### src/rtl/cpu_pkg.sv
// Shared CPU constants and types.
// Holds the constant-bank vector indices so this sequencer and the constant
// bank always agree on where the interrupt vectors live, plus the sequencer
// state and cause encodings.
package cpu_pkg;

   localparam int unsigned SEL_WIDTH = 4;
   localparam int unsigned HWINT_VEC = 1;
   localparam int unsigned SWINT_VEC = 2;

   typedef enum logic [1:0] {
      IDLE,
      SAVE,
      VECTOR
   } int_state_e;

   typedef enum logic {
      CAUSE_HW,
      CAUSE_SW
   } int_cause_e;

endpackage

### src/rtl/int_sequencer_if.sv
// Interrupt sequencer bundle between CPU decode/status, the sequencer and the
// constant bank A port.
//   master : CPU side, drives hwint/swint/iret/int_en/boundary, observes the rest
//   slave  : sequencer side, the mirror image
// Requests : hwint (level), swint/iret (1-cycle pulses), int_en, boundary
// Controls : stall, save_pc, const_oe_a, const_sel_a[SEL_WIDTH], pc_ld, in_isr, cause
interface int_sequencer_if
   import cpu_pkg::*;
#(
   parameter int unsigned SEL_WIDTH = cpu_pkg::SEL_WIDTH
);
   logic                 hwint;
   logic                 swint;
   logic                 iret;
   logic                 int_en;
   logic                 boundary;
   logic                 stall;
   logic                 save_pc;
   logic                 const_oe_a;
   logic [SEL_WIDTH-1:0] const_sel_a;
   logic                 pc_ld;
   logic                 in_isr;
   logic                 cause;

   modport master (
      output hwint, swint, iret, int_en, boundary,
      input  stall, save_pc, const_oe_a, const_sel_a, pc_ld, in_isr, cause
   );

   modport slave (
      input  hwint, swint, iret, int_en, boundary,
      output stall, save_pc, const_oe_a, const_sel_a, pc_ld, in_isr, cause
   );
endinterface

### src/rtl/int_req_latch.sv
// Pending-request storage for the interrupt sequencer.
// pend_sw remembers a swint pulse that arrived off an instruction boundary.
// With HWINT_EDGE_EN defined, hwint is rising-edge detected and the edge is
// held in pend_hw until the sequencer takes it.
// Ports:
//   clk, rst       : clock, synchronous active-high reset
//   swint_i        : software interrupt pulse (sets pend_sw)
//   sw_clr_i       : sequencer took the software request
//   hwint_i        : hardware interrupt level (HWINT_EDGE_EN only)
//   hw_clr_i       : sequencer took the hardware request (HWINT_EDGE_EN only)
//   pend_sw_o, pend_hw_o : pending flags
module int_req_latch (
   input  logic clk,
   input  logic rst,
   input  logic swint_i,
   input  logic sw_clr_i,
`ifdef HWINT_EDGE_EN
   input  logic hwint_i,
   input  logic hw_clr_i,
   output logic pend_hw_o,
`endif
   output logic pend_sw_o
);

   logic pend_sw_q, pend_sw_d;

   // A take consumes the request, so clear wins over a simultaneous set.
   always_comb begin
      pend_sw_d = pend_sw_q | swint_i;
      if (sw_clr_i) pend_sw_d = 1'b0;
   end

   always_ff @(posedge clk) begin
      if (rst) pend_sw_q <= 1'b0;
      else     pend_sw_q <= pend_sw_d;
   end

   assign pend_sw_o = pend_sw_q;

`ifdef HWINT_EDGE_EN
   logic hwint_hist_q;
   logic pend_hw_q, pend_hw_d;
   logic hw_edge;

   assign hw_edge = hwint_i & ~hwint_hist_q;

   // A fresh edge is a new event and survives a same-cycle clear.
   always_comb begin
      pend_hw_d = pend_hw_q;
      if (hw_clr_i) pend_hw_d = 1'b0;
      if (hw_edge)  pend_hw_d = 1'b1;
   end

   always_ff @(posedge clk) begin
      if (rst) begin
         hwint_hist_q <= 1'b0;
         pend_hw_q    <= 1'b0;
      end else begin
         hwint_hist_q <= hwint_i;
         pend_hw_q    <= pend_hw_d;
      end
   end

   assign pend_hw_o = pend_hw_q;
`endif

endmodule

### src/rtl/int_sequencer.sv
// Interrupt entry/exit sequencer, directly upstream of the constant bank.
// On a taken request: SAVE (stall, save_pc) then VECTOR (stall, drive the
// constant bank A port with the vector index, pc_ld), then back to IDLE with
// in_isr set. iret in IDLE clears in_isr. Software requests beat hardware.
// Ports:
//   clk, rst : clock, synchronous active-high reset
//   bus      : int_sequencer_if.slave (requests in, sequencing controls out)
// Optional: define HWINT_EDGE_EN for rising-edge hwint with a pend_hw latch;
// undefined gives level-sensitive hwint.
module int_sequencer
   import cpu_pkg::*;
#(
   parameter int unsigned SEL_WIDTH = cpu_pkg::SEL_WIDTH,
   parameter int unsigned HWINT_VEC = cpu_pkg::HWINT_VEC,
   parameter int unsigned SWINT_VEC = cpu_pkg::SWINT_VEC
) (
   input logic            clk,
   input logic            rst,
   int_sequencer_if.slave bus
);

   int_state_e state_q, state_d;
   int_cause_e cause_q, cause_d;
   logic       in_isr_q, in_isr_d;
   logic       pend_sw;
   logic       hw_src;
   logic       sw_req, hw_req, take;

`ifdef HWINT_EDGE_EN
   logic pend_hw;

   int_req_latch u_req_latch (
      .clk       (clk),
      .rst       (rst),
      .swint_i   (bus.swint),
      .sw_clr_i  (take & sw_req),
      .hwint_i   (bus.hwint),
      .hw_clr_i  (take & ~sw_req),
      .pend_hw_o (pend_hw),
      .pend_sw_o (pend_sw)
   );

   assign hw_src = pend_hw;
`else
   int_req_latch u_req_latch (
      .clk       (clk),
      .rst       (rst),
      .swint_i   (bus.swint),
      .sw_clr_i  (take & sw_req),
      .pend_sw_o (pend_sw)
   );

   assign hw_src = bus.hwint;
`endif

   assign sw_req = bus.swint | pend_sw;
   assign hw_req = hw_src & bus.int_en & ~in_isr_q;
   assign take   = (state_q == IDLE) & bus.boundary & (sw_req | hw_req);

   always_comb begin
      state_d  = state_q;
      cause_d  = cause_q;
      in_isr_d = in_isr_q;
      unique case (state_q)
         IDLE: begin
            if (bus.iret && in_isr_q) in_isr_d = 1'b0;
            if (take) begin
               state_d = SAVE;
               cause_d = sw_req ? CAUSE_SW : CAUSE_HW;
            end
         end
         SAVE:   state_d = VECTOR;
         VECTOR: begin
            state_d  = IDLE;
            in_isr_d = 1'b1;
         end
         default: state_d = IDLE;
      endcase
   end

   always_ff @(posedge clk) begin
      if (rst) begin
         state_q  <= IDLE;
         cause_q  <= CAUSE_HW;
         in_isr_q <= 1'b0;
      end else begin
         state_q  <= state_d;
         cause_q  <= cause_d;
         in_isr_q <= in_isr_d;
      end
   end

   // Moore outputs; the bank A port is enabled only in VECTOR so it floats otherwise.
   always_comb begin
      bus.stall       = 1'b0;
      bus.save_pc     = 1'b0;
      bus.const_oe_a  = 1'b0;
      bus.const_sel_a = '0;
      bus.pc_ld       = 1'b0;
      unique case (state_q)
         SAVE: begin
            bus.stall   = 1'b1;
            bus.save_pc = 1'b1;
         end
         VECTOR: begin
            bus.stall       = 1'b1;
            bus.const_oe_a  = 1'b1;
            bus.const_sel_a = (cause_q == CAUSE_SW) ? SEL_WIDTH'(SWINT_VEC) : SEL_WIDTH'(HWINT_VEC);
            bus.pc_ld       = 1'b1;
         end
         default: ;
      endcase
   end

   assign bus.in_isr = in_isr_q;
   assign bus.cause  = cause_q;

endmodule
### src/flat_wrapper.sv
// flat-port wrapper written by rule: the top's interface ports become plain ports
module int_sequencer_flat import cpu_pkg::*;
#(
   parameter int unsigned SEL_WIDTH = cpu_pkg::SEL_WIDTH,
   parameter int unsigned HWINT_VEC = cpu_pkg::HWINT_VEC,
   parameter int unsigned SWINT_VEC = cpu_pkg::SWINT_VEC
)
  (clk, rst, bus_hwint, bus_swint, bus_iret, bus_int_en, bus_boundary, bus_stall, bus_save_pc, bus_const_oe_a, bus_const_sel_a, bus_pc_ld, bus_in_isr, bus_cause);
  int_sequencer_if #(.SEL_WIDTH(SEL_WIDTH)) bus_i ();
  input logic clk;
  input logic rst;
  input wire logic [$bits(bus_i.hwint)-1:0] bus_hwint;
  input wire logic [$bits(bus_i.swint)-1:0] bus_swint;
  input wire logic [$bits(bus_i.iret)-1:0] bus_iret;
  input wire logic [$bits(bus_i.int_en)-1:0] bus_int_en;
  input wire logic [$bits(bus_i.boundary)-1:0] bus_boundary;
  output wire logic [$bits(bus_i.stall)-1:0] bus_stall;
  output wire logic [$bits(bus_i.save_pc)-1:0] bus_save_pc;
  output wire logic [$bits(bus_i.const_oe_a)-1:0] bus_const_oe_a;
  output wire logic [$bits(bus_i.const_sel_a)-1:0] bus_const_sel_a;
  output wire logic [$bits(bus_i.pc_ld)-1:0] bus_pc_ld;
  output wire logic [$bits(bus_i.in_isr)-1:0] bus_in_isr;
  output wire logic [$bits(bus_i.cause)-1:0] bus_cause;
  assign bus_i.hwint = bus_hwint;
  assign bus_i.swint = bus_swint;
  assign bus_i.iret = bus_iret;
  assign bus_i.int_en = bus_int_en;
  assign bus_i.boundary = bus_boundary;
  assign bus_stall = bus_i.stall;
  assign bus_save_pc = bus_i.save_pc;
  assign bus_const_oe_a = bus_i.const_oe_a;
  assign bus_const_sel_a = bus_i.const_sel_a;
  assign bus_pc_ld = bus_i.pc_ld;
  assign bus_in_isr = bus_i.in_isr;
  assign bus_cause = bus_i.cause;
  int_sequencer #(.SEL_WIDTH(SEL_WIDTH), .HWINT_VEC(HWINT_VEC), .SWINT_VEC(SWINT_VEC)) u_core (.clk(clk), .rst(rst), .bus(bus_i));
endmodule
### config.mk
export PLATFORM = sky130hd
export DESIGN_NAME = int_sequencer_flat
export DESIGN_NICKNAME = d
export VERILOG_FILES = /design/src/rtl/cpu_pkg.sv /design/src/rtl/int_sequencer_if.sv /design/src/rtl/int_req_latch.sv /design/src/rtl/int_sequencer.sv /design/src/flat_wrapper.sv
export SDC_FILE = /design/constraint.sdc
export NUM_CORES = 1
export LEC_CHECK = 0
export CAP_MARGIN = 15
export CORE_AREA = 2 2 39 41
export DETAILED_ROUTE_END_ITERATION = 6
export DIE_AREA = 0 0 41 43
export SYNTH_ARGS = -nofsm -noshare
export SYNTH_HDL_FRONTEND = slang
export SYNTH_SLANG_ARGS = --single-unit
### constraint.sdc
create_clock -name clk -period 2.8 [get_ports clk]
set_input_delay 0.28 -clock clk [delete_from_list [all_inputs] [get_ports clk]]
set_output_delay 0.28 -clock clk [all_outputs]
set_load 0.1 [all_outputs]
==> results.py <==
metrics = {
    "sta": {
        "fin_crit_sh": 0.582,
        "fmax_mhz": 613,
        "drv_slew": 0,
        "hold_viol_final": 0,
        "rsz0062_at_grt": "no",
        "fin_crit_ns": 1.63,
        "setup_viol": 0,
        "finalSetupTns_ns": 0,
        "fin_skew_ns": 0.00442,
    },
    "clocking": {
        "hold_buffers": 0,
        "clockBufferDepth": 2,
        "clock_latency_ns": 0.24,
        "tritoncts": "done",
        "numCtsBuffers": 3,
        "cts.repair.resized": 0,
        "cts.htree.levels": 1,
        "cts_num_sinks": 5,
        "clockRootBuffer": "clkbuf_4",
        "cts_setup_buffers": 0,
        "clk_pin_slew_ns": 0.05,
    },
    "status": {
        "status": "complete, no violations",
    },
    "setup_path": {
        "crit_start": "u_core.state_q[0]",
        "r2r-end": "u_core.state_q[1]",
        "crit_family": "buffers and inverters",
        "cp-endpoint": "bus_const_sel_a[0]",
        "startpoint_type": "flip-flop",
        "path_cells": "inv_1 -> ha_1 -> nor2b_2 -> buf_4",
        "cp_slowest_stage_delay_ns": 0.32,
        "cp_num_cells": 4,
        "cp_num_buf_inv": 2,
        "cpMaxStageDelayCell": "dfxtp_1",
        "required_ns": 2.52,
        "rr_startpoint": "u_core.state_q[1]",
        "crit_path_end_kind": "output pin",
        "rrSetupSlack_ns": 1.47,
        "crit_path_max_fanout": 6,
        "ff2ff_path_depth": 5,
        "crit_type": "reg -> out",
        "worstPathArrival_ns": 1.35,
    },
    "logic_synthesis": {
        "synth_enable_flop_cells": 0,
        "synth-seq-cells": 5,
        "synth.avg_cell_area_sq_um": 9.15,
        "synth-seq-area-share": 0.313,
        "syn-cell-area_sq_um": 320,
        "synth.most_common_cell": "dfxtp_1",
        "synth_ff_type": "dfxtp_1",
        "synthTopCellsByArea": "dfxtp_1 (31%), ha_1 (16%), nand2b_1 (7.8%)",
        "ys_types": 19,
        "synth_top_area_cell": "dfxtp_1",
        "netlist_instances": 35,
        "synth_common_cells": "dfxtp_1 (5), ha_1 (4), nand2b_1 (4)",
        "yosys_warnings": 0,
        "synth_top_area_share": 0.313,
        "async_reset_ff_frac": 0,
    },
    "layout": {
        "drive_gt1_frac": 0.275,
        "final_core_util": 0.340,
        "synthToLayoutAreaGrowth_pct": 46.9,
        "n_antenna_cell": 0,
        "multi_input_area_sq_um": 196,
        "seq_area_sq_um": 100,
        "nNetsFinal": 63,
        "fill_cells": 151,
    },
    "detailed_routing": {
        "drtPass1Iterations": 2,
        "routed_wl_um": 656,
        "wl_per_cell_um": 9.79,
        "drc": 0,
        "drt_iter0_drc": 6,
        "ant_nets": 0,
        "vias": 289,
        "via_per_inst": 4.31,
    },
    "die": {
        "core_area_sq_um": 1380,
        "boundaryPins": 17,
        "die_h_um": 43,
        "rows": 14,
        "dieArea_sq_um": 1760,
        "start_util": 0.231,
        "die_w_um": 41,
    },
    "global_routing": {
        "gr-usage-all-layers": 0.0873,
        "antenna_found_initial": 0,
        "overflow": 0,
        "grt_max_degree": 8,
        "grt_pass1_vias": 236,
        "grt_pass1_wl_um": 959,
    },
    "hold_path": {
        "holdCritPathClass": "reg -> reg",
    },
    "placement": {
        "dp_hpwl_um": 512,
        "place_congestion": 0.651,
        "port_buffers": 14,
    },
    "flow_run": {
        "max_cap_violations": 0,
    },
}
worst reg2reg max path, delay by kind of cell, from the launching register on:
| family | cells | cell delay (ns) |
|---|---|---|
| flops | 1 | 0.33 |
| fa+ha+maj | 1 | 0.29 |
| compound gates | 1 | 0.26 |
| simple gates | 1 | 0.12 |
| mux | 1 | 0.12 |
| buf+inv | 1 | 0.10 |
routing by layer:
layer | wire [um] | global-route usage | part of all wire
met5 | 0 | 0 | 0
met3 | 81 | 0.0471 | 0.12
met2 | 257 | 0.109 | 0.39
met1 | 303 | 0.0997 | 0.46
met4 | 13 | 0.0800 | 0.020
cell usage in the layout (no fill, tap or decap), drive strengths merged:
cell           Yosys  routed
mux2i              2       2
inv                2       2
o22ai              1       1
nor2b              1       1
and2b              1       1
o21ai              2       2
clkbuf             0       4
clkdlybuf4s50      0       6
o211a              1       1
conb               1       2
buf                3       8
nand4              1       1
and2               1       1
a211oi             1       1
dfxtp              5       5
o211ai             1       1
nor2               2       2
nand2b             4       4
ha                 4       4
nand2              1       1
a21oi              1       1
per-stage QoR:
step	cells	hold WS [ns]	area [sq um]	setup slack, ns
after floorplan	36	0.349	327	0.276
after global placement	63	0.492	444	1.37
after detailed placement	63	0.500	444	1.36
after CTS	67	0.505	470	1.15
after global routing	67	0.528	470	1.08
final	67	0.495	470	1.17
sequential cells by signal, indices dropped and copies added, names as in the netlist:
name,cells
u_core.bus.cause,1
u_core.bus.in_isr,1
u_core.state_q,2
u_core.u_req_latch.pend_sw_o,1
layout make-up:
type | instances | share of cell area
Tap cell | 16 | 0.0426
Multi-Input combinational cell | 26 | 0.418
Clock buffer | 4 | 0.0559
Sequential cell | 5 | 0.213
Inverter | 2 | 0.0160
Timing Repair Buffer | 14 | 0.255
worst min path at each step:
stage	from	endpoint	slack, ns	depth (start not counted)
2_1_floorplan	rst	u_core.bus.cause	0.35	1
3_3_place_gp	u_core.state_q[1]	u_core.state_q[1]	0.49	2
3_5_place_dp	u_core.state_q[0]	u_core.state_q[0]	0.50	2
4_1_cts	u_core.state_q[0]	u_core.state_q[0]	0.50	2
5_1_grt	u_core.state_q[0]	u_core.state_q[0]	0.53	2
6_report	u_core.state_q[0]	u_core.state_q[0]	0.50	2
cell families after synthesis:
group / synth area share
flip-flops: 0.313
multiplexers: 0.0625
other: 0.0117
buffers and inverters: 0.0938
adder cells (fa/ha/maj): 0.156
AND/OR/NAND/NOR: 0.219
AO/OA/AOI/OAI: 0.145
Power is left out: the tool's default activity adds up to more than one toggle a clock period on the data nets, which glitch-free logic cannot reach.
==> variant: new RTL, config.mk and constraints unchanged <==
Set the package constant `SEL_WIDTH` to 5 (it was 4).
--- a/src/rtl/cpu_pkg.sv
+++ b/src/rtl/cpu_pkg.sv
@@ -4,7 +4,7 @@
 // state and cause encodings.
 package cpu_pkg;
 
-   localparam int unsigned SEL_WIDTH = 4;
+   localparam int unsigned SEL_WIDTH = 5;
    localparam int unsigned HWINT_VEC = 1;
    localparam int unsigned SWINT_VEC = 2;
 
Interface: changed (resized bus_const_sel_a); port bits go from 17 to 18. No check against the original RTL was run, so the function may have changed too.
==> variant against the original RTL <==
Worst setup slack worse by 0.017 ns; synthesized area is 2.3% higher; die area stayed put; final area is 0.80% higher; wire length is 6.7% lower; sequential cell count stayed put; first-iteration DRC count is 67% lower.
Power is left out: the tool's default activity adds up to more than one toggle a clock period on the data nets, which glitch-free logic cannot reach.
==> variant: results (changes against the original RTL) <==
metric,value,unit,change
vias in the first global route,273,,+16%
"Max FO, Critical Path",6,,unchanged
Tot GR Track Use,9.05,%,+0.31 points
Worst R2R Path Depth,5,,unchanged
Crit path largest cell delay,0.32,ns,about the same
Worst Hold End,u_core.state_q[1]$_SDFFE_PP0P_,,
Hold Crit Class,reg -> reg,,
R2R setup slack,1.48,ns,
synth warn,0,,unchanged
Port Buffers,14,,unchanged
hold depth,2,,unchanged
postcts setup bufs,0,,unchanged
DR WL/cell,9.00,um,-8.1%
Synth Flop Type,dfxtp_1,,
most common library cells after synthesis,"5 x dfxtp_1, 4 x buf_4, 4 x ha_1, 4 x nand2b_1",,
Longest Clk Path Bufs,2,,unchanged
Max H-tree Level,1,,unchanged
Fillers,149,,-1.3%
largest net degree at the start of global routing,8,,unchanged
slowest cell on the critical path,dfxtp_1,,
Final min period,1.65,ns,+0.0167 ns
Via density,4.29,,-0.45%
largest reg by FF count,u_core.state_q,,
# resized after CTS,0,,unchanged
CTS Root Cell,clkbuf_4,,
worst skew pair latency,0.24,ns,about the same
Worst-path clk slew,0.04,ns,
Crit. Startpoint,u_core.state_q[0]$_SDFFE_PP0P_,,
largest cells by area after synthesis,"dfxtp_1 31%, ha_1 15%, buf_4 9.2%",,
Placer Congestion,0.712,,+9.5%
DP Area,448,sq um,+0.85%
Num CTS Buffers,3,,unchanged
R2R Path End,u_core.state_q[1]$_SDFFE_PP0P_,,
ant diodes,0,,unchanged
Pre-antenna DRT Iters,3,,+1
status,completed,,
initial antenna violation count,0,,unchanged
CP top delay family,buffers and inverters,,
Worst Clk Skew,0.000405,ns,-0.00402 ns
worst hold slack,0.499,ns,+0.00345 ns
hold_sp,u_core.state_q[1]$_SDFFE_PP0P_,,
Finished Layout Cells,68,,+1.5%
dpl cells,64,,+1.6%
Final HPWL DP,496,um,-3.0%
share of cells above drive strength 1,26.9,%,-0.53 points
area grow syn2layout,44.7,%,
dpl ws,1.36,ns,+0.00253 ns
instance count of the mapped netlist,36,,+2.9%
asr flop ratio synth,0,%,unchanged
WP data arrival,1.37,ns,+0.02 ns
max FFs per register,2,,unchanged
first-pass GRT wire length,1020,um,+6.5%
Netlist cell types,19,,unchanged
drt initial violations,2,,-4
worst setup path end,bus_const_sel_a[0],,
sequential share of the synthesized area,30.5,%,-0.72 points
==> variant: worst min-delay path: stages, from the launching register on <==
cell and delay (ns):
dfxtp_1 0.32, nand2b_1 0.07, mux2i_1 0.06
==> variant: area by class of cell <==
class | count | area share [%]
flip-flops and latches | 5 | 21.1
inverters | 2 | 1.58
clock buffers | 4 | 5.54
multi-input cells | 27 | 42.2
repair buffers | 14 | 25.3
well taps | 16 | 4.22
==> variant: logic make-up after synthesis <==
logic type | count (synthesis) | synth area share [%]
AO/OA/AOI/OAI | 7 | 14.1
buffers and inverters | 6 | 11.5
flip-flops | 5 | 30.5
adder cells (fa/ha/maj) | 4 | 15.3
other | 1 | 1.14
AND/OR/NAND/NOR | 11 | 21.4
multiplexers | 2 | 6.11
==> variant: metal layers <==
metal  wire, um  vias up  part of all wire [%]  GRT usage, %
met1        259      132                    42          9.35
met2        298       12                    49          13.4
met5          0        -                     0             0
met3         54        0                   8.8          1.57
li1           -      148                     -             -
met4          0        0                     0          10.0
